## src/rtl/uart_wave_pkg.sv

```systemverilog
// rtl/uart_wave_pkg.sv - shared sizes, types and helpers for the waveform serial receiver
package uart_wave_pkg;
    localparam int N_SAMPLES = 32;
    localparam int SAMPLE_W  = 14;
    localparam int REC_BYTES = 3;
    localparam int IDX_W     = $clog2(N_SAMPLES);

    typedef logic [SAMPLE_W-1:0] sample_t;

    typedef enum logic [1:0] {
        IDLE,
        START,
        DATA,
        STOP
    } rx_state_e;

    function automatic logic maj3(input logic a, input logic b, input logic c);
        return (a & b) | (a & c) | (b & c);
    endfunction
endpackage

```

## src/rtl/uart_waveform_rx_if.sv

```systemverilog
// rtl/uart_waveform_rx_if.sv - serial input, control and waveform result bundle of the receiver
interface uart_waveform_rx_if;
    import uart_wave_pkg::*;

    logic                 rx;
    logic                 clear;
    sample_t              waveform [N_SAMPLES];
    logic [N_SAMPLES-1:0] sample_mask;
    logic                 waveform_valid;
    logic                 frame_err;
    logic                 record_err;
    logic [7:0]           byte_data;
    logic                 byte_valid;

    modport master (
        output rx, clear,
        input  waveform, sample_mask, waveform_valid, frame_err, record_err, byte_data, byte_valid
    );

    modport slave (
        input  rx, clear,
        output waveform, sample_mask, waveform_valid, frame_err, record_err, byte_data, byte_valid
    );
endinterface

```

## src/rtl/uart_byte_rx.sv

```systemverilog
// rtl/uart_byte_rx.sv - 8N1 byte deserialiser; RX_MAJORITY_VOTE_EN selects 3-sample majority per bit
module uart_byte_rx
    import uart_wave_pkg::*;
#(
    parameter int CLKS_PER_BIT = 16
) (
    input  logic       clk,
    input  logic       rst_n,
    input  logic       rx_i,
    input  logic       clear_i,
    output logic [7:0] byte_data_o,
    output logic       byte_valid_o,
    output logic       frame_err_o,
    output logic       idle_o
);
    localparam int            CW        = $clog2(CLKS_PER_BIT);
    localparam logic [CW-1:0] BIT_LAST  = CW'(CLKS_PER_BIT - 1);
    // Decisions are taken one clock after mid-bit so both builds share identical timing.
    localparam logic [CW-1:0] START_CHK = CW'(CLKS_PER_BIT / 2 + 1);

    rx_state_e     state_q;
    logic          rx_meta_q, rx_sync_q, rx_prev_q;
    logic          bit_val;
    logic [CW-1:0] cnt_q;
    logic [2:0]    bit_idx_q;
    logic [7:0]    shift_q, data_q;
    logic          valid_q, ferr_q;

    always_ff @(posedge clk or negedge rst_n) begin
        if (!rst_n) {rx_meta_q, rx_sync_q, rx_prev_q} <= 3'b111;
        else        {rx_meta_q, rx_sync_q, rx_prev_q} <= {rx_i, rx_meta_q, rx_sync_q};
    end

`ifdef RX_MAJORITY_VOTE_EN
    logic rx_prev2_q;
    always_ff @(posedge clk or negedge rst_n) begin
        if (!rst_n) rx_prev2_q <= 1'b1;
        else        rx_prev2_q <= rx_prev_q;
    end
    assign bit_val = maj3(rx_prev2_q, rx_prev_q, rx_sync_q);
`else
    assign bit_val = rx_prev_q;
`endif

    always_ff @(posedge clk or negedge rst_n) begin
        if (!rst_n) begin
            state_q   <= IDLE;
            cnt_q     <= '0;
            bit_idx_q <= '0;
            shift_q   <= '0;
            data_q    <= '0;
            valid_q   <= 1'b0;
            ferr_q    <= 1'b0;
        end else if (clear_i) begin
            state_q   <= IDLE;
            cnt_q     <= '0;
            bit_idx_q <= '0;
            shift_q   <= '0;
            data_q    <= '0;
            valid_q   <= 1'b0;
            ferr_q    <= 1'b0;
        end else begin
            valid_q <= 1'b0;
            ferr_q  <= 1'b0;
            cnt_q   <= cnt_q + 1'b1;
            case (state_q)
                // Edge-triggered start: a held-low break cannot retrigger until the line rises.
                IDLE: begin
                    if (!rx_sync_q && rx_prev_q) begin
                        state_q <= START;
                        cnt_q   <= CW'(1);
                    end else begin
                        cnt_q <= '0;
                    end
                end
                START: begin
                    if (cnt_q == START_CHK) begin
                        cnt_q     <= '0;
                        bit_idx_q <= '0;
                        state_q   <= bit_val ? IDLE : DATA;
                    end
                end
                DATA: begin
                    if (cnt_q == BIT_LAST) begin
                        cnt_q     <= '0;
                        shift_q   <= {bit_val, shift_q[7:1]};
                        bit_idx_q <= bit_idx_q + 1'b1;
                        if (bit_idx_q == 3'd7) state_q <= STOP;
                    end
                end
                STOP: begin
                    if (cnt_q == BIT_LAST) begin
                        cnt_q   <= '0;
                        state_q <= IDLE;
                        if (bit_val) begin
                            data_q  <= shift_q;
                            valid_q <= 1'b1;
                        end else begin
                            ferr_q <= 1'b1;
                        end
                    end
                end
                default: state_q <= IDLE;
            endcase
        end
    end

    assign byte_data_o  = data_q;
    assign byte_valid_o = valid_q;
    assign frame_err_o  = ferr_q;
    assign idle_o       = (state_q == IDLE);
endmodule

```

## src/rtl/uart_waveform_rx.sv

```systemverilog
// rtl/uart_waveform_rx.sv - record assembler and 32x14 waveform buffer; RX_MAJORITY_VOTE_EN passes to uart_byte_rx
module uart_waveform_rx
    import uart_wave_pkg::*;
#(
    parameter int CLKS_PER_BIT = 16,
    parameter int GAP_TIMEOUT  = 30
) (
    input  logic               clk,
    input  logic               rst_n,
    uart_waveform_rx_if.slave  bus
);
    localparam int                   GAP_CLKS = GAP_TIMEOUT * CLKS_PER_BIT;
    localparam int                   GW       = $clog2(GAP_CLKS);
    localparam logic [GW-1:0]        GAP_LAST = GW'(GAP_CLKS - 1);
    localparam logic [1:0]           POS_LAST = 2'(REC_BYTES - 1);
    localparam logic [N_SAMPLES-1:0] ALL_SET  = '1;

    logic [7:0]           b_data;
    logic                 b_valid, b_ferr, b_idle;
    logic [1:0]           pos_q;
    logic [7:0]           hi_q, lo_q;
    logic [GW-1:0]        gap_q;
    sample_t              wave_q [N_SAMPLES];
    logic [N_SAMPLES-1:0] mask_q, mask_d;
    logic                 wv_q, ferr_q, rerr_q;
    logic [IDX_W-1:0]     idx;
    logic                 rec_ok;

    uart_byte_rx #(.CLKS_PER_BIT(CLKS_PER_BIT)) u_byte (
        .clk          (clk),
        .rst_n        (rst_n),
        .rx_i         (bus.rx),
        .clear_i      (bus.clear),
        .byte_data_o  (b_data),
        .byte_valid_o (b_valid),
        .frame_err_o  (b_ferr),
        .idle_o       (b_idle)
    );

    assign idx    = b_data[IDX_W-1:0];
    assign rec_ok = (hi_q[7:6] == 2'b00) && (b_data[7:IDX_W] == '0);
    assign mask_d = mask_q | (N_SAMPLES'(1) << idx);

    always_ff @(posedge clk or negedge rst_n) begin
        if (!rst_n) begin
            pos_q <= '0; hi_q <= '0; lo_q <= '0; gap_q <= '0;
            mask_q <= '0; wv_q <= 1'b0; ferr_q <= 1'b0; rerr_q <= 1'b0;
            for (int i = 0; i < N_SAMPLES; i++) wave_q[i] <= '0;
        end else if (bus.clear) begin
            pos_q <= '0; hi_q <= '0; lo_q <= '0; gap_q <= '0;
            mask_q <= '0; wv_q <= 1'b0; ferr_q <= 1'b0; rerr_q <= 1'b0;
            for (int i = 0; i < N_SAMPLES; i++) wave_q[i] <= '0;
        end else begin
            wv_q <= 1'b0;
            if (b_ferr) begin
                ferr_q <= 1'b1;
                pos_q  <= '0;
                gap_q  <= '0;
            end else if (b_valid) begin
                gap_q <= '0;
                if (pos_q == 2'd0) begin
                    hi_q  <= b_data;
                    pos_q <= 2'd1;
                end else if (pos_q != POS_LAST) begin
                    lo_q  <= b_data;
                    pos_q <= pos_q + 1'b1;
                end else begin
                    pos_q <= '0;
                    if (rec_ok) begin
                        wave_q[idx] <= {hi_q[5:0], lo_q};
                        mask_q      <= mask_d;
                        wv_q        <= (mask_q != ALL_SET) && (mask_d == ALL_SET);
                    end else begin
                        rerr_q <= 1'b1;
                    end
                end
            // A stalled partial record is abandoned so the next byte starts a fresh record.
            end else if (b_idle && pos_q != 2'd0) begin
                if (gap_q == GAP_LAST) begin
                    pos_q <= '0;
                    gap_q <= '0;
                end else begin
                    gap_q <= gap_q + 1'b1;
                end
            end else begin
                gap_q <= '0;
            end
        end
    end

    assign bus.waveform       = wave_q;
    assign bus.sample_mask    = mask_q;
    assign bus.waveform_valid = wv_q;
    assign bus.frame_err      = ferr_q;
    assign bus.record_err     = rerr_q;
    assign bus.byte_data      = b_data;
    assign bus.byte_valid     = b_valid;
endmodule

```

## src/flat_wrapper.sv

```systemverilog
// flat-port wrapper written by rule: the top's interface ports become plain ports
module uart_waveform_rx_flat import uart_wave_pkg::*;
#(
    parameter int CLKS_PER_BIT = 16,
    parameter int GAP_TIMEOUT  = 30
)
  (clk, rst_n, bus_rx, bus_clear, bus_waveform, bus_sample_mask, bus_waveform_valid, bus_frame_err, bus_record_err, bus_byte_data, bus_byte_valid);
  uart_waveform_rx_if bus_i ();
  input  logic clk;
  input  logic rst_n;
  input wire logic [$bits(bus_i.rx)-1:0] bus_rx;
  input wire logic [$bits(bus_i.clear)-1:0] bus_clear;
  output wire logic [$bits(bus_i.waveform)-1:0] bus_waveform;
  output wire logic [$bits(bus_i.sample_mask)-1:0] bus_sample_mask;
  output wire logic [$bits(bus_i.waveform_valid)-1:0] bus_waveform_valid;
  output wire logic [$bits(bus_i.frame_err)-1:0] bus_frame_err;
  output wire logic [$bits(bus_i.record_err)-1:0] bus_record_err;
  output wire logic [$bits(bus_i.byte_data)-1:0] bus_byte_data;
  output wire logic [$bits(bus_i.byte_valid)-1:0] bus_byte_valid;
  assign bus_i.rx = bus_rx;
  assign bus_i.clear = bus_clear;
  assign bus_waveform = {>>{bus_i.waveform}};
  assign bus_sample_mask = bus_i.sample_mask;
  assign bus_waveform_valid = bus_i.waveform_valid;
  assign bus_frame_err = bus_i.frame_err;
  assign bus_record_err = bus_i.record_err;
  assign bus_byte_data = bus_i.byte_data;
  assign bus_byte_valid = bus_i.byte_valid;
  uart_waveform_rx #(.CLKS_PER_BIT(CLKS_PER_BIT), .GAP_TIMEOUT(GAP_TIMEOUT)) u_core (.clk(clk), .rst_n(rst_n), .bus(bus_i));
endmodule
```

## config.mk

```make
export PLATFORM = sky130hd
export DESIGN_NAME = uart_waveform_rx_flat
export DESIGN_NICKNAME = d
export VERILOG_FILES = /design/src/rtl/uart_wave_pkg.sv /design/src/rtl/uart_waveform_rx_if.sv /design/src/rtl/uart_byte_rx.sv /design/src/rtl/uart_waveform_rx.sv /design/src/flat_wrapper.sv
export SDC_FILE = /design/constraint.sdc
export NUM_CORES = 1
export LEC_CHECK = 0
export CORE_UTILIZATION = 46
export CTS_CLUSTER_DIAMETER = 30
export DETAILED_ROUTE_END_ITERATION = 16
export PLACE_DENSITY = 0.73
export SLEW_MARGIN = 25
export SYNTH_ARGS = -nofsm -noshare
export SYNTH_HDL_FRONTEND = slang
export SYNTH_HIERARCHICAL = 1
export SYNTH_SLANG_ARGS = --single-unit
```

## constraint.sdc

```tcl
create_clock -name clk -period 2 [get_ports clk]
set_input_delay 0.4 -clock clk [delete_from_list [all_inputs] [get_ports clk]]
set_output_delay 0.4 -clock clk [all_outputs]
set_load 0.03 [all_outputs]
```

# [Word-level counts from Yosys, hierarchy flattened]
# Index checks and enable logic that the tools add are counted.
[totals] register_bits=540 input_bits=4 output_inout_bits=492 word_cells=193
[classes] n_addsub=4 order_cmp=2 eq_ne=19 shift=1 mux=82 n_bitwise=2 n_reduce_logical=33
[ops] cell="448-bit 2-to-1 mux" count=6
[ops] cell="448-bit bitwise mux" count=1
[ops] cell="32-bit 2-to-1 mux" count=6
[ops] cell="8-bit 2-to-1 mux" count=16
[ops] cell="14-bit demux with 5-bit select" count=1
[ops] cell="9-bit 2-to-1 mux" count=5
[ops] cell="32-bit == test, second input constant" count=1
[ops] cell="32-bit != test, second input constant" count=1
[ops] cell="32-bit OR" count=1
[ops] cell="1-bit by 5-bit left shift with 32-bit output, first input constant" count=1
[ops] cell="2-bit 2-to-1 mux" count=14
[ops] cell="1-bit 2-to-1 mux" count=23
[ops] cell="2-bit nonzero test" count=10
[ops] cell="3-bit != test, second input constant" count=5
[ops] cell="5-bit AND reduction" count=3
[ops] cell="14-bit 2-to-1 mux" count=1
[ops] cell="4-bit 2-to-1 mux" count=3
[ops] cell="4-bit one-hot mux with 3 select lines" count=1
[ops] cell="2-bit != test, second input constant" count=5
[ops] cell="9-bit by 1-bit adder with 9-bit output, second input constant" count=1
[ops] cell="9-bit == test, second input constant" count=1
[ops] cell="3-bit 2-to-1 mux" count=3
[ops] cell="3-bit AND reduction" count=3
[ops] cell="4-bit == test, second input constant" count=2
[ops] cell="20 further kinds" count=29

# [Longest topological paths before layout]
# Gate-level depths: netlist of run 1.
[logic_depth] ltp_word=12 mapped_depth=8 depth_no_buf=7

# [Hierarchy]
# Netlist of run 1, hierarchy kept.
[by_module_without_submodules] mod="uart_waveform_rx" instances=1 cells_per_inst=2378 area_per_inst_um2=20872.5 seq_area_each_um2=12762.2
[by_module_without_submodules] mod="uart_byte_rx" instances=1 cells_per_inst=117 area_per_inst_um2=1420.1 seq_area_each_um2=754.5

# [Worst setup path before layout of run 1]
# OpenSTA, ideal clock, no wires.
[synth_path] path_kind="reg2reg" startpoint="register u_core.u_byte.valid_q (netlist: u_core/u_byte/byte_valid_o)" endpoint="register u_core.wave_q, in the netlist u_core/bus.waveform[325]" setup_ps=136 arrival_ps=2078 t_required_ps=1864 path_slack_ps=-214 path_stages_with_launch=8 path_buffers=1 synth_period_minus_slack_ps=2214 cell_sequence="dfrtp_1 -> and4bb_2 -> nand3_2 -> nor3_1 -> nand2_1 -> clkbuf_1 -> nand2_1 -> a21oi_1"
[synth_via] elab_chain_cells=2
[synth_rtl] element="start: declaration" line="uart_byte_rx.sv:27" rtl="logic valid_q, ferr_q;"
[synth_rtl] element="start signal: assignment" line="uart_byte_rx.sv:52" rtl="valid_q <= 1'b0;"
[synth_rtl] element="start signal: assignment" line="uart_byte_rx.sv:60" rtl="valid_q <= 1'b0;"
[synth_rtl] element="start signal: assignment" line="uart_byte_rx.sv:63" rtl="valid_q <= 1'b0;"
[synth_rtl] element="2-bit nonzero test (no line)"
[synth_rtl] element="5-bit AND reduction (no line)"
[synth_rtl] element="end signal: indexed assignment" line="uart_waveform_rx.sv:70" rtl="wave_q[idx] <= {hi_q[5:0], lo_q};"
[synth_rtl] element="end: declaration" line="uart_waveform_rx.sv:23" rtl="sample_t wave_q [N_SAMPLES];"
# No other way between the ends.
# A chain may end at the register's enable or synchronous reset.

# [Worst setup path after layout of run 1]
[layout_path] startpoint="register u_core.u_byte.ferr_q (netlist: u_core/u_byte/frame_err_o)" endpoint="register u_core.wave_q, in the netlist u_core/bus.waveform[185]"
[layout_via] elab_chain_cells=2
[layout_rtl] element="start: declaration" line="uart_byte_rx.sv:27"
[layout_rtl] element="start signal: assignment" line="uart_byte_rx.sv:53" rtl="ferr_q <= 1'b0;"
[layout_rtl] element="start signal: assignment" line="uart_byte_rx.sv:61" rtl="ferr_q <= 1'b0;"
[layout_rtl] element="start signal: assignment" line="uart_byte_rx.sv:64" rtl="ferr_q <= 1'b0;"
[layout_rtl] element="2-bit != test (no line)"
[layout_rtl] element="5-bit AND reduction (no line)"
# No other way between the ends.

==> results by group, run 1 <==
Status
  – Status: finished, violations left
  – Violated checks: setup timing

Clock network
  – Number of H-tree levels: 3
  – Sink Count: 540
  – CTS tree: yes
  – Total CTS buffers: 111
  – CTS root buffer: clkbuf_16
  – Clk_lat worst skew: 0.67 ns
  – Clk slew on worst S/H paths: roughly 0.05 ns
  – Clk buf depth: 3

Worst setup path
  – Critical Path Start Type: register
  – CP max FO: 15
  – Critical R2R Capture: u_core/bus.waveform[185]
  – Worst reg-to-reg setup slack: -0.07 ns
  – Crit Path Category: register to register
  – R2r startpoint: u_core/u_byte/frame_err_o
  – Worst EP arrival: 2.62 ns
  – Length in cells of the worst reg-to-reg path: 8
  – Setup crit end kind: register
  – Worst Path Required: 2.55 ns

Timing
  – Final Hold Viols: 0
  – Final min period: roughly 2.1 ns
  – Final setup TNS: -1.89 ns
  – Final Skew: 0.0299 ns
  – Max-slew violation count: 0
  – Fin crit share: 104%
  – Max-slew headroom: 29.3%
  – RSZ-0062 raised after global routing: true
  – Setup ws final: -0.0719 ns
  – Maximum clock rate: slightly below 0.5 GHz
  – Finish-stage setup viols: 89
  – Slew @ Worst Pin: 1.06 ns

Yosys
  – Mean area per synthesized cell: 8.93 um^2
  – Sequential element share of the synthesized area: 60.6%
  – Post-Syn Area: 22300 um^2
  – Primary FF master, synth: dfrtp_1
  – Ys async rst share: 100%
  – Top cell type by total area after synthesis: dfrtp_1
  – Syn Nets: between 2000 and 3000
  – Synth Register Bits: 540
  – Count leader, synth: nand2_1
  – Post-synth EDFFs: 0
  – Cells after synthesis: 2495
  – Synth top cells by count: nand2_1 (967), dfrtp_1 (537), a21oi_1 (463)
  – Yosys cell types: 59
  – Yosys top cell area share: 60.3%
  – Ys Warns: 6
  – Leading post-synthesis cells by cell area: dfrtp_1 (60%), nand2_1 (16%), a21oi_1 (10%), clkbuf_1 (2.6%), nor2_1 (2.1%)

Cells and area
  – Layout cell share with drive strength beyond 1: ~18%
  – Filler cells: 3562
  – Inserted Diodes: 0
  – Area delta synth->final: 50.7%
  – Sequential cell area: between 10000 and 15000 um^2
  – Footprint of the multi-input gates: 8510 um^2
  – Final nets: 3098
  – Finished Cell Area: 33600 um^2

Pwr
  – Leakage Power: 0.0163 uW
  – Comb pwr share: 1.7%
  – Peak supply drop: between 0.7 and 0.8 mV
  – Sw Ratio: 21.2%
  – Cell Pwr Density: a little over 900 nW/um^2
  – Sequential fraction of design power: 35.4%
  – Clock group share of total power: 62.9%
  – Int Power: 24400 uW
  – NetSw: roughly 6600 uW
  – Overall power: just over 30000 uW

Global routing
  – First-pass GRT wire length: 129000 um
  – All-layer global routing usage: approximately 34%
  – Vias in the first global route: around 21000
  – Largest net degree at the start of global routing: between 200 and 250
  – GRT overflow: 0
  – Initial antenna violation count: 0

Floorplanning
  – Die Y: 222 um
  – Die width: 222 um
  – Initial core utilization: 46.7%
  – Row cnt: 80
  – Core ar.: 47700 um^2
  – Die area: just under 50000 um^2
  – Top-Level Pins: about 500

Routing
  – Remaining DRCs: 0
  – First-pass detailed-route iteration total: 6
  – Drt total wl: just under 90000 um
  – Vias per cell: 5.64
  – Via count: 21400
  – Initial DRC count: about 2500
  – Post-DRT Antenna Nets: 0
  – Average wire per standard cell: 22.8 um

Hold path
  – Hold wc startpoint: bus_rx
  – Hold-critical path depth: 1
  – Hold Path Sink: u_core/u_byte/rx_meta_q
  – Worst Hold Class: primary input to register

Placed design
  – Dpl cell area: 29400 um^2
  – Dpl ws: -0.166 ns
  – Buffers on Ports: a little under 500
  – Detailed placement HPWL: 55200 um
  – GPL Wtd Cong: about 0.94

Job
  – Max Cap Violations: 0
-- how the worst max path moves through the flow --
stage | endpoint | from | slack, ns
4_1_cts | u_core/bus.waveform[185] | u_core/u_byte/frame_err_o | -0.24
3_3_place_gp | u_core/bus.waveform[183] | u_core/u_byte/frame_err_o | -0.14
5_1_grt | u_core/bus.waveform[194] | u_core/u_byte/frame_err_o | -0.09
3_5_place_dp | u_core/bus.waveform[360] | u_core/u_byte/frame_err_o | -0.17
2_1_floorplan | u_core/bus.waveform[186] | u_core/u_byte/byte_valid_o | -0.08
6_report | u_core/bus.waveform[185] | u_core/u_byte/frame_err_o | -0.07
-- flip-flops by register name, summed over array words and instances, names as in the netlist, 3 cells and up --
register                   cells
u_core/hi_q                    8
u_core/bus.waveform          448
u_core/lo_q                    8
u_core/gap_q                   9
u_core/u_byte/bit_idx_q        3
u_core/u_byte/cnt_q            4
u_core/u_byte/shift_q          8
u_core/bus.sample_mask        32
u_core/u_byte/byte_data_o      8
-- per-layer routing --
metal	track usage, %	part of all wire (%)
met1	43.8	39
met2	53.6	47
met3	9.06	9.6
met4	18.0	4.9
met5	0	0
-- power by group through the flow --
stage | registers (uW) | clock network [uW] | logic, uW
floorplan | 11100 | 0 | 165
global placement | 11100 | 0 | 491
detailed placement | 11100 | 0 | 501
CTS | 11000 | 19600 | 506
global route | 11000 | 20200 | 568
finish | 11000 | 19500 | 513
-- per-stage QoR --
step / hold slack [ns] / instances / util (%)
after global routing: 0.182 / 3796 / 70.4
after floorplan: 0.104 / 2495 / -
after detailed placement: 0.353 / 3579 / 61.5
after global placement: 0.349 / 3579 / 61.5
final: 0.187 / 3796 / 70.4
after CTS: 0.162 / 3788 / 69.1
-- cells by family (layout without fill, tap and decap cells) --
logic type | count (synthesis) | in the layout | synth area share [%]
fa+ha+maj | 5 | 5 | 0.281
simple gates | 1212 | 1212 | 22.1
flops | 540 | 540 | 60.6
compound gates | 499 | 499 | 11.5
xor+xnor | 8 | 8 | 0.314
buf+inv | 203 | 889 | 3.78
mux | 28 | 28 | 1.32
-- what timing repair did --
| action | in CTS | in global routing |
|---|---|---|
| cloned | 2 | 5 |
| setup buffers | 0 | 3 |
| pin swaps | 1 | 4 |
| endpoints found under the hold margin | 35 | 0 |
| hold buffers | 2 | 0 |
| setup endpoints to repair | 825 | 355 |
| resized for setup | 565 | 136 |
-- cells in the final DEF (no fill, tap or decap), types with 6 or more instances in the layout --
cell             count
nand4_1             11
buf_12              67
nand2_4              9
mux2i_1             17
a21oi_2             77
nor3_1              10
dfrtp_1            519
nand3b_1             6
nand2b_1            12
clkdlybuf4s15_1      7
nand2_2             23
clkinv_2            16
clkdlybuf4s15_2     14
nand3_1             20
clkinvlp_4          12
a21oi_1            386
o21ai_0             12
clkbuf_1             7
nor2_4              16
clkinv_4            10
clkbuf_16          115
bufinv_16           18
nor2_1             108
dfrtp_2             18
mux2_1               9
buf_4               93
dlygate4sd2_1      463
nor2_2              10
inv_1                8
buf_6               20
nor2b_1             12
clkbuf_8            22
nand2_1            934
-- critical path: stages (launching register included) --
cell,delay [ns]
dfrtp_1,0.37
and4bb_2,0.33
nand3_2,0.11
or3b_4,0.43
buf_12,0.16
nor3_4,0.14
buf_12,0.16
nand2_1,0.06
a21oi_1,0.18
-- cell type report --
type	count	share of cell area (%)
inverters	8	0.0894
multi-input cells	1752	25.3
clock buffers	141	9.32
flip-flops and latches	540	40.3
repair buffers	676	20.0
well taps	615	2.29
clock inverters	64	2.69
No activity file was read; power rests on OpenSTA's default activity.
==> run 2, diff against run 1 <==
--- a/config.mk
+++ b/config.mk
@@ -6,7 +6,7 @@
 export NUM_CORES = 1
 export LEC_CHECK = 0
 export CORE_UTILIZATION = 46
-export CTS_CLUSTER_DIAMETER = 30
+export CTS_CLUSTER_DIAMETER = 50
 export DETAILED_ROUTE_END_ITERATION = 16
 export PLACE_DENSITY = 0.73
 export SLEW_MARGIN = 25
==> run 2 against run 1 <==
Compared with the run above:
- the run still ends with setup timing left
- setup slack improved by 0.038 ns
- critical endpoint is now u_core/bus.waveform[417]
- global-route usage fell by 1.3 points
- largest cell class unchanged
- sequential share of layout area grew 2.2 points
- sequential power about the same
- clock skew fell by 0.015 ns
- first-iteration DRC count shrank 20%
- routed wire length shrank 2.8%
- fmax up 1.9%
==> results by group, run 2 (same netlist as run 1, synthesis figures left out) <==
Timing
  – Setup ws final: -0.0337 ns (was -0.0719 ns)
  – Finish-stage setup viols: 41 (was 89)
  – Final Hold Viols: 0 (unchanged)
  – RSZ-0062 raised after global routing: true (unchanged)
  – Fin crit share: 102% (was 104%)
  – Slew @ Worst Pin: 1.10 ns (was 1.06 ns)
  – Final min period: 2.03 ns (was 2.07 ns)
  – Max-slew violation count: 0 (unchanged)
  – Final Skew: 0.0153 ns (was 0.0299 ns)
  – Worst hold slack: 0.0352 ns (was 0.187 ns)
  – Max-slew headroom: 27.0% (was 29.3%)
  – Maximum clock rate: 0.492 GHz (was 0.483 GHz)

Worst setup path
  – Worst EP arrival: 2.57 ns (was 2.62 ns)
  – CP max FO: 15 (unchanged)
  – R2r startpoint: u_core/pos_q[0] (was u_core/u_byte/frame_err_o)
  – Critical Path Start Type: register (unchanged)
  – Critical R2R Capture: u_core/bus.waveform[417] (was u_core/bus.waveform[185])
  – Worst reg-to-reg setup slack: -0.03 ns (was -0.07 ns)
  – Crit Path Category: register to register (unchanged)
  – Worst Path Required: 2.54 ns (was 2.55 ns)
  – Length in cells of the worst reg-to-reg path: 8 (unchanged)
  – Setup crit end kind: register (unchanged)

Cells and area
  – Max reg flops: 448 (unchanged)
  – Filler cells: 3795 (was 3562)
  – Inserted Diodes: 0 (unchanged)
  – Commonest non-fill, non-tap cells in the layout: nand2_1 (876), dfrtp_1 (519), dlygate4sd2_1 (466), a21oi_1 (373), nor2_1 (108) (was nand2_1 (934), dfrtp_1 (519), dlygate4sd2_1 (463), a21oi_1 (386), clkbuf_16 (115))
  – Layout cell share with drive strength beyond 1: 17.8% (was 18.2%)
  – Footprint of the multi-input gates: 8890 um^2 (was 8510 um^2)
  – Area delta synth->final: 42.8% (was 50.7%)
  – Sequential cell area: 13500 um^2 (unchanged)
  – Commonest non-fill, non-tap cell in the layout: nand2_1 (unchanged)
  – Final nets: 3050 (was 3098)

Routing
  – Average wire per standard cell: 22.7 um (was 22.8 um)
  – Post-DRT Antenna Nets: 0 (unchanged)
  – Via count: 20900 (was 21400)
  – Vias per cell: 5.63 (was 5.64)
  – Drt total wl: 84200 um (was 86600 um)
  – Initial DRC count: 2005 (was 2510)
  – First-pass detailed-route iteration total: 5 (was 6)
  – Remaining DRCs: 0 (unchanged)

Floorplanning
  – Die Y: 222 um (unchanged)
  – Initial core utilization: 46.7% (unchanged)
  – Row cnt: 80 (unchanged)
  – Core ar.: 47700 um^2 (unchanged)
  – Die width: 222 um (unchanged)
  – Top-Level Pins: 496 (unchanged)
  – Die area: 49300 um^2 (unchanged)

Hold path
  – Hold Path Sink: u_core/lo_q[5] (was u_core/u_byte/rx_meta_q)
  – Hold-critical path depth: 2 (was 1)
  – Hold wc startpoint: bus_clear (was bus_rx)
  – Worst Hold Class: primary input to register (unchanged)

Clock network
  – Clk slew on worst S/H paths: 0.06 ns (was 0.05 ns)
  – Sink Count: 540 (unchanged)
  – Clk buf depth: 3 (unchanged)
  – CTS root buffer: clkbuf_16 (unchanged)
  – Clk_lat worst skew: 0.63 ns (was 0.67 ns)
  – Total CTS buffers: 59 (was 111)
  – Number of H-tree levels: 2 (was 3)
  – CTS tree: yes (unchanged)

Job
  – Max Cap Violations: 0 (unchanged)

Placed design
  – Buffers on Ports: 495 (unchanged)
  – Detailed placement HPWL: 55200 um (unchanged)
  – GPL Wtd Cong: 0.936 (unchanged)

Global routing
  – Initial antenna violation count: 0 (unchanged)
  – First-pass GRT wire length: 124000 um (was 129000 um)
  – Largest net degree at the start of global routing: 210 (unchanged)
  – GRT overflow: 0 (unchanged)
  – Vias in the first global route: 20200 (was 21200)
  – All-layer global routing usage: 33.0% (was 34.3%)

Pwr
  – Overall power: 22000 uW (was 31000 uW)
  – Cell Pwr Density: 691 nW/um^2 (was 922 nW/um^2)
  – Leakage Power: 0.0154 uW (was 0.0163 uW)
  – Peak supply drop: 0.579 mV (was 0.735 mV)

Status
  – Status: finished, violations left (unchanged)
  – Violated checks: setup timing (unchanged)
## run 2: cell count changes in the layout (fill, tap and decap cells not counted), sizes merged
cell,before,now
clkdlybuf4s15,21,12
clkinv,29,12
dlygate4sd3,2,1
bufinv,18,1
dlygate4sd2,463,466
buf,185,186
clkinvlp,12,0
clkbuf,145,100
inv,13,16
## run 2: power breakdown
group / switching (uW) / leakage [uW] / internal [uW] / total (uW)
sequential: 7.36 / 0.00751 / 10900 / 10900
combinational: 429 / 0.00699 / 83.0 / 512
clock: 4550 / 0.000924 / 5990 / 10500
## run 2: area by class of cell
| class | count | area share, % |
|---|---|---|
| Sequential cell | 540 | 42.5 |
| Inverter | 8 | 0.0944 |
| Clock inverter | 21 | 0.535 |
| Multi-Input combinational cell | 1752 | 27.9 |
| Timing Repair Buffer | 680 | 21.2 |
| Clock buffer | 86 | 5.30 |
| Tap cell | 615 | 2.42 |
## run 2: critical path, stage by stage, from the launching register on
cell,delay (ns)
dfrtp_1,0.37
and4bb_2,0.33
nand3_2,0.10
or3b_4,0.43
buf_4,0.18
nor2_4,0.10
buf_12,0.15
nand2_1,0.09
a21oi_2,0.17
## run 2: metrics by stage
step,instance area [um^2],worst slack (ns),TNS (ns),util [%],std cells
after floorplan,22400,-0.0777,-2.68,-,2495
after global placement,29400,-0.139,-12.68,61.5,3579
after detailed placement,29400,-0.166,-23.31,61.5,3579
after CTS,30800,-0.0564,-2.05,64.4,3689
after global routing,31800,-0.101,-7.38,66.7,3702
final,31800,-0.0337,-0.569,66.7,3702
## run 2: worst max path at each step
stage                                          start                        to  cells past startpoint
after floorplan           u_core/u_byte/byte_valid_o  u_core/bus.waveform[186]                      8
after global placement     u_core/u_byte/frame_err_o  u_core/bus.waveform[183]                      9
after detailed placement   u_core/u_byte/frame_err_o  u_core/bus.waveform[360]                      9
after CTS                  u_core/u_byte/frame_err_o  u_core/bus.waveform[384]                      9
after global routing                 u_core/pos_q[0]  u_core/bus.waveform[122]                      9
final                                u_core/pos_q[0]  u_core/bus.waveform[417]                      8
## run 2: timing repair
action	CTS	global route
pin swaps	0	63
resized for setup	538	262
endpoints found under the setup margin	778	395
hold endpoints to repair	34	0
hold buffers	1	0
gates cloned	2	7
buffers inserted	0	6
## run 2: routing by layer
layer / GRT usage (%) / part of all wire (%) / up-vias
met5: 0 / 0 / -
met4: 16.7 / 5.3 / 0
met3: 7.73 / 8.9 / 267
met2: 50.7 / 46 / 1034
met1: 43.9 / 40 / 10300
li1: - / - / 9212
==> run 3, diff against run 2 <==
--- a/config.mk
+++ b/config.mk
@@ -9,6 +9,7 @@
 export CTS_CLUSTER_DIAMETER = 50
 export DETAILED_ROUTE_END_ITERATION = 16
 export PLACE_DENSITY = 0.73
+export SKIP_CTS_REPAIR_TIMING = 1
 export SLEW_MARGIN = 25
 export SYNTH_ARGS = -nofsm -noshare
 export SYNTH_HDL_FRONTEND = slang
==> run 3 against run 2 <==
Compared with the run above:
- the run still ends with setup timing left
- die area did not move
- non-clock buffer count is the same
- utilization up 3.5 points
- sequential power is essentially flat
- worst hold slack better by 0.0017 ns
- cell count unchanged
- fmax fell by 3.6%
- clock-buffer cell count stayed put
- largest power group unchanged
- highest routed layer unchanged
==> results by group, run 3 (same netlist as run 1, synthesis figures left out) <==
Placed design
  – Dpl ws: -0.166 ns (unchanged)
  – Buffers on Ports: 495 (unchanged)
  – GPL Wtd Cong: 0.936 (unchanged)
  – Detailed placement HPWL: 55200 um (unchanged)

Job
  – Max Cap Violations: 0 (unchanged)

Worst setup path
  – CP max FO: 14 (was 15)
  – Crit Path Category: register to register (unchanged)
  – Worst reg-to-reg setup slack: -0.11 ns (was -0.03 ns)
  – CP peak stage delay: 0.37 ns (was 0.43 ns)
  – R2r startpoint: u_core/u_byte/frame_err_o (was u_core/pos_q[0])
  – Worst Path Required: 2.44 ns (was 2.54 ns)
  – Setup crit end kind: register (unchanged)
  – CP max stage cell: dfrtp_1 (was or3b_4)
  – Critical R2R Capture: u_core/bus.waveform[384] (was u_core/bus.waveform[417])
  – Worst EP arrival: 2.55 ns (was 2.57 ns)
  – Length in cells of the worst reg-to-reg path: 9 (was 8)
  – CP cell instances: and4bb_2 > nand3_2 > buf_6 > nor3_2 > buf_6 > nand2_1 > buf_12 > nand2_1 > a21oi_1 (was and4bb_2 > nand3_2 > or3b_4 > buf_4 > nor2_4 > buf_12 > nand2_1 > a21oi_2)
  – Critical Path Start Type: register (unchanged)

Timing
  – Final Skew: 0.0196 ns (was 0.0153 ns)
  – Fin crit share: 105% (was 102%)
  – Final Hold Viols: 0 (unchanged)
  – Max-slew violation count: 0 (unchanged)
  – Final min period: 2.11 ns (was 2.03 ns)
  – Max-slew headroom: 23.0% (was 27.0%)
  – Maximum clock rate: 0.474 GHz (was 0.492 GHz)
  – Finish-stage setup viols: 69 (was 41)
  – Setup ws final: -0.110 ns (was -0.0337 ns)
  – Slew @ Worst Pin: 1.15 ns (was 1.10 ns)
  – RSZ-0062 raised after global routing: true (unchanged)

Cells and area
  – Final nets: 3050 (unchanged)
  – Area delta synth->final: 50.2% (was 42.8%)
  – Fin util: 70.1% (was 66.7%)
  – Max reg flops: 448 (unchanged)
  – Inserted Diodes: 0 (unchanged)
  – Filler cells: 3370 (was 3795)
  – Layout cell share with drive strength beyond 1: 16.0% (was 17.8%)
  – Commonest non-fill, non-tap cells in the layout: nand2_1 (901), dfrtp_1 (519), dlymetal6s2s_1 (484), a21oi_1 (394), nor2_1 (103) (was nand2_1 (876), dfrtp_1 (519), dlygate4sd2_1 (466), a21oi_1 (373), nor2_1 (108))
  – Commonest non-fill, non-tap cell in the layout: nand2_1 (unchanged)

Clock network
  – Sink Count: 540 (unchanged)
  – Clk buf depth: 3 (unchanged)
  – CTS root buffer: clkbuf_16 (unchanged)
  – CTS tree: yes (unchanged)
  – Number of H-tree levels: 2 (unchanged)
  – Clk slew on worst S/H paths: 0.06 ns (about the same)
  – Clk_lat worst skew: 0.63 ns (about the same)
  – Total CTS buffers: 59 (unchanged)

Routing
  – Vias per cell: 5.65 (was 5.63)
  – Via count: 20900 (about the same)
  – Remaining DRCs: 0 (unchanged)
  – First-pass detailed-route iteration total: 6 (was 5)
  – Initial DRC count: 2180 (was 2005)
  – Drt total wl: 85800 um (was 84200 um)
  – Post-DRT Antenna Nets: 0 (unchanged)
  – Average wire per standard cell: 23.2 um (was 22.7 um)

Status
  – Status: finished, violations left (unchanged)
  – Violated checks: setup timing (unchanged)

Floorplanning
  – Initial core utilization: 46.7% (unchanged)
  – Row cnt: 80 (unchanged)
  – Die width: 222 um (unchanged)
  – Top-Level Pins: 496 (unchanged)
  – Die Y: 222 um (unchanged)
  – Core ar.: 47700 um^2 (unchanged)
  – Die area: 49300 um^2 (unchanged)

Global routing
  – All-layer global routing usage: 32.9% (was 33.0%)
  – GRT overflow: 0 (unchanged)
  – First-pass GRT wire length: 124000 um (about the same)
  – Vias in the first global route: 20100 (was 20200)
  – Initial antenna violation count: 0 (unchanged)
  – Largest net degree at the start of global routing: 210 (unchanged)

Pwr
  – Cell Pwr Density: 657 nW/um^2 (was 691 nW/um^2)
  – Peak supply drop: 0.580 mV (was 0.579 mV)
  – Leakage Power: 0.0226 uW (was 0.0154 uW)

Hold path
  – Hold wc startpoint: bus_clear (unchanged)
  – Hold-critical path depth: 2 (unchanged)
  – Worst Hold Class: primary input to register (unchanged)
  – Hold Path Sink: u_core/lo_q[5] (unchanged)
-- run 3: cell count changes in the layout (fill, tap and decap cells not counted), sizes merged --
cell           before  now
clkdlybuf4s15      12    0
dlymetal6s2s        0  484
clkbuf            100   94
dlygate4sd2       466    0
-- run 3: worst max-delay path by stage --
| stage | startpoint | endpoint | slack, ns | depth (start not counted) |
|---|---|---|---|---|
| final | u_core/u_byte/frame_err_o | u_core/bus.waveform[384] | -0.11 | 9 |
| after global routing | u_core/u_byte/frame_err_o | u_core/bus.waveform[117] | -0.13 | 9 |
| after CTS | u_core/u_byte/byte_data_o[0] | bus_byte_data[0] | -0.51 | 2 |
| after detailed placement | u_core/u_byte/frame_err_o | u_core/bus.waveform[360] | -0.17 | 9 |
| after global placement | u_core/u_byte/frame_err_o | u_core/bus.waveform[183] | -0.14 | 9 |
| after floorplan | u_core/u_byte/byte_valid_o | u_core/bus.waveform[186] | -0.08 | 8 |
-- run 3: power breakdown --
part	internal (uW)	leakage [uW]	total [uW]	switching, uW
combinational	82.9	0.0142	511	429
clock	5990	0.000924	10600	4560
sequential	10900	0.00751	10900	7.43
-- run 3: per-layer routing --
metal,vias up,part of all wire [%],track usage [%]
met3,246,9.0,7.91
met5,-,0,0
met2,1050,47,50.6
met4,0,4.9,16.1
met1,10400,39,43.7
li1,9186,-,-
-- run 3: area by class of cell --
cell class / instances / area [um^2] / area share, %
Clock buffer: 86 / 1690 / 5.04
Clock inverter: 21 / 170 / 0.508
Inverter: 8 / 30.0 / 0.0897
Multi-Input combinational cell: 1752 / 8740 / 26.1
Sequential cell: 540 / 13500 / 40.4
Tap cell: 615 / 769 / 2.30
Timing Repair Buffer: 680 / 8550 / 25.5
-- run 3: metrics by stage --
stage | total power, uW | setup TNS (ns) | area [um^2] | std cells | hold WS [ns]
global placement | 11600 | -12.68 | 29400 | 3579 | 0.349
finish | 22000 | -2.49 | 33500 | 3702 | 0.0369
CTS | 22100 | -77.52 | 31200 | 3686 | -0.282
global route | 22600 | -8.38 | 33500 | 3702 | 0.0306
detailed placement | 11600 | -23.31 | 29400 | 3579 | 0.353
floorplan | 11300 | -2.68 | 22400 | 2495 | 0.104
-- run 3: worst max-delay path: cells and delay by family, from the launching register on --
family	cells	cell delay, ns
simple gates	5	0.90
buf+inv	3	0.56
flops	1	0.37
compound gates	1	0.08
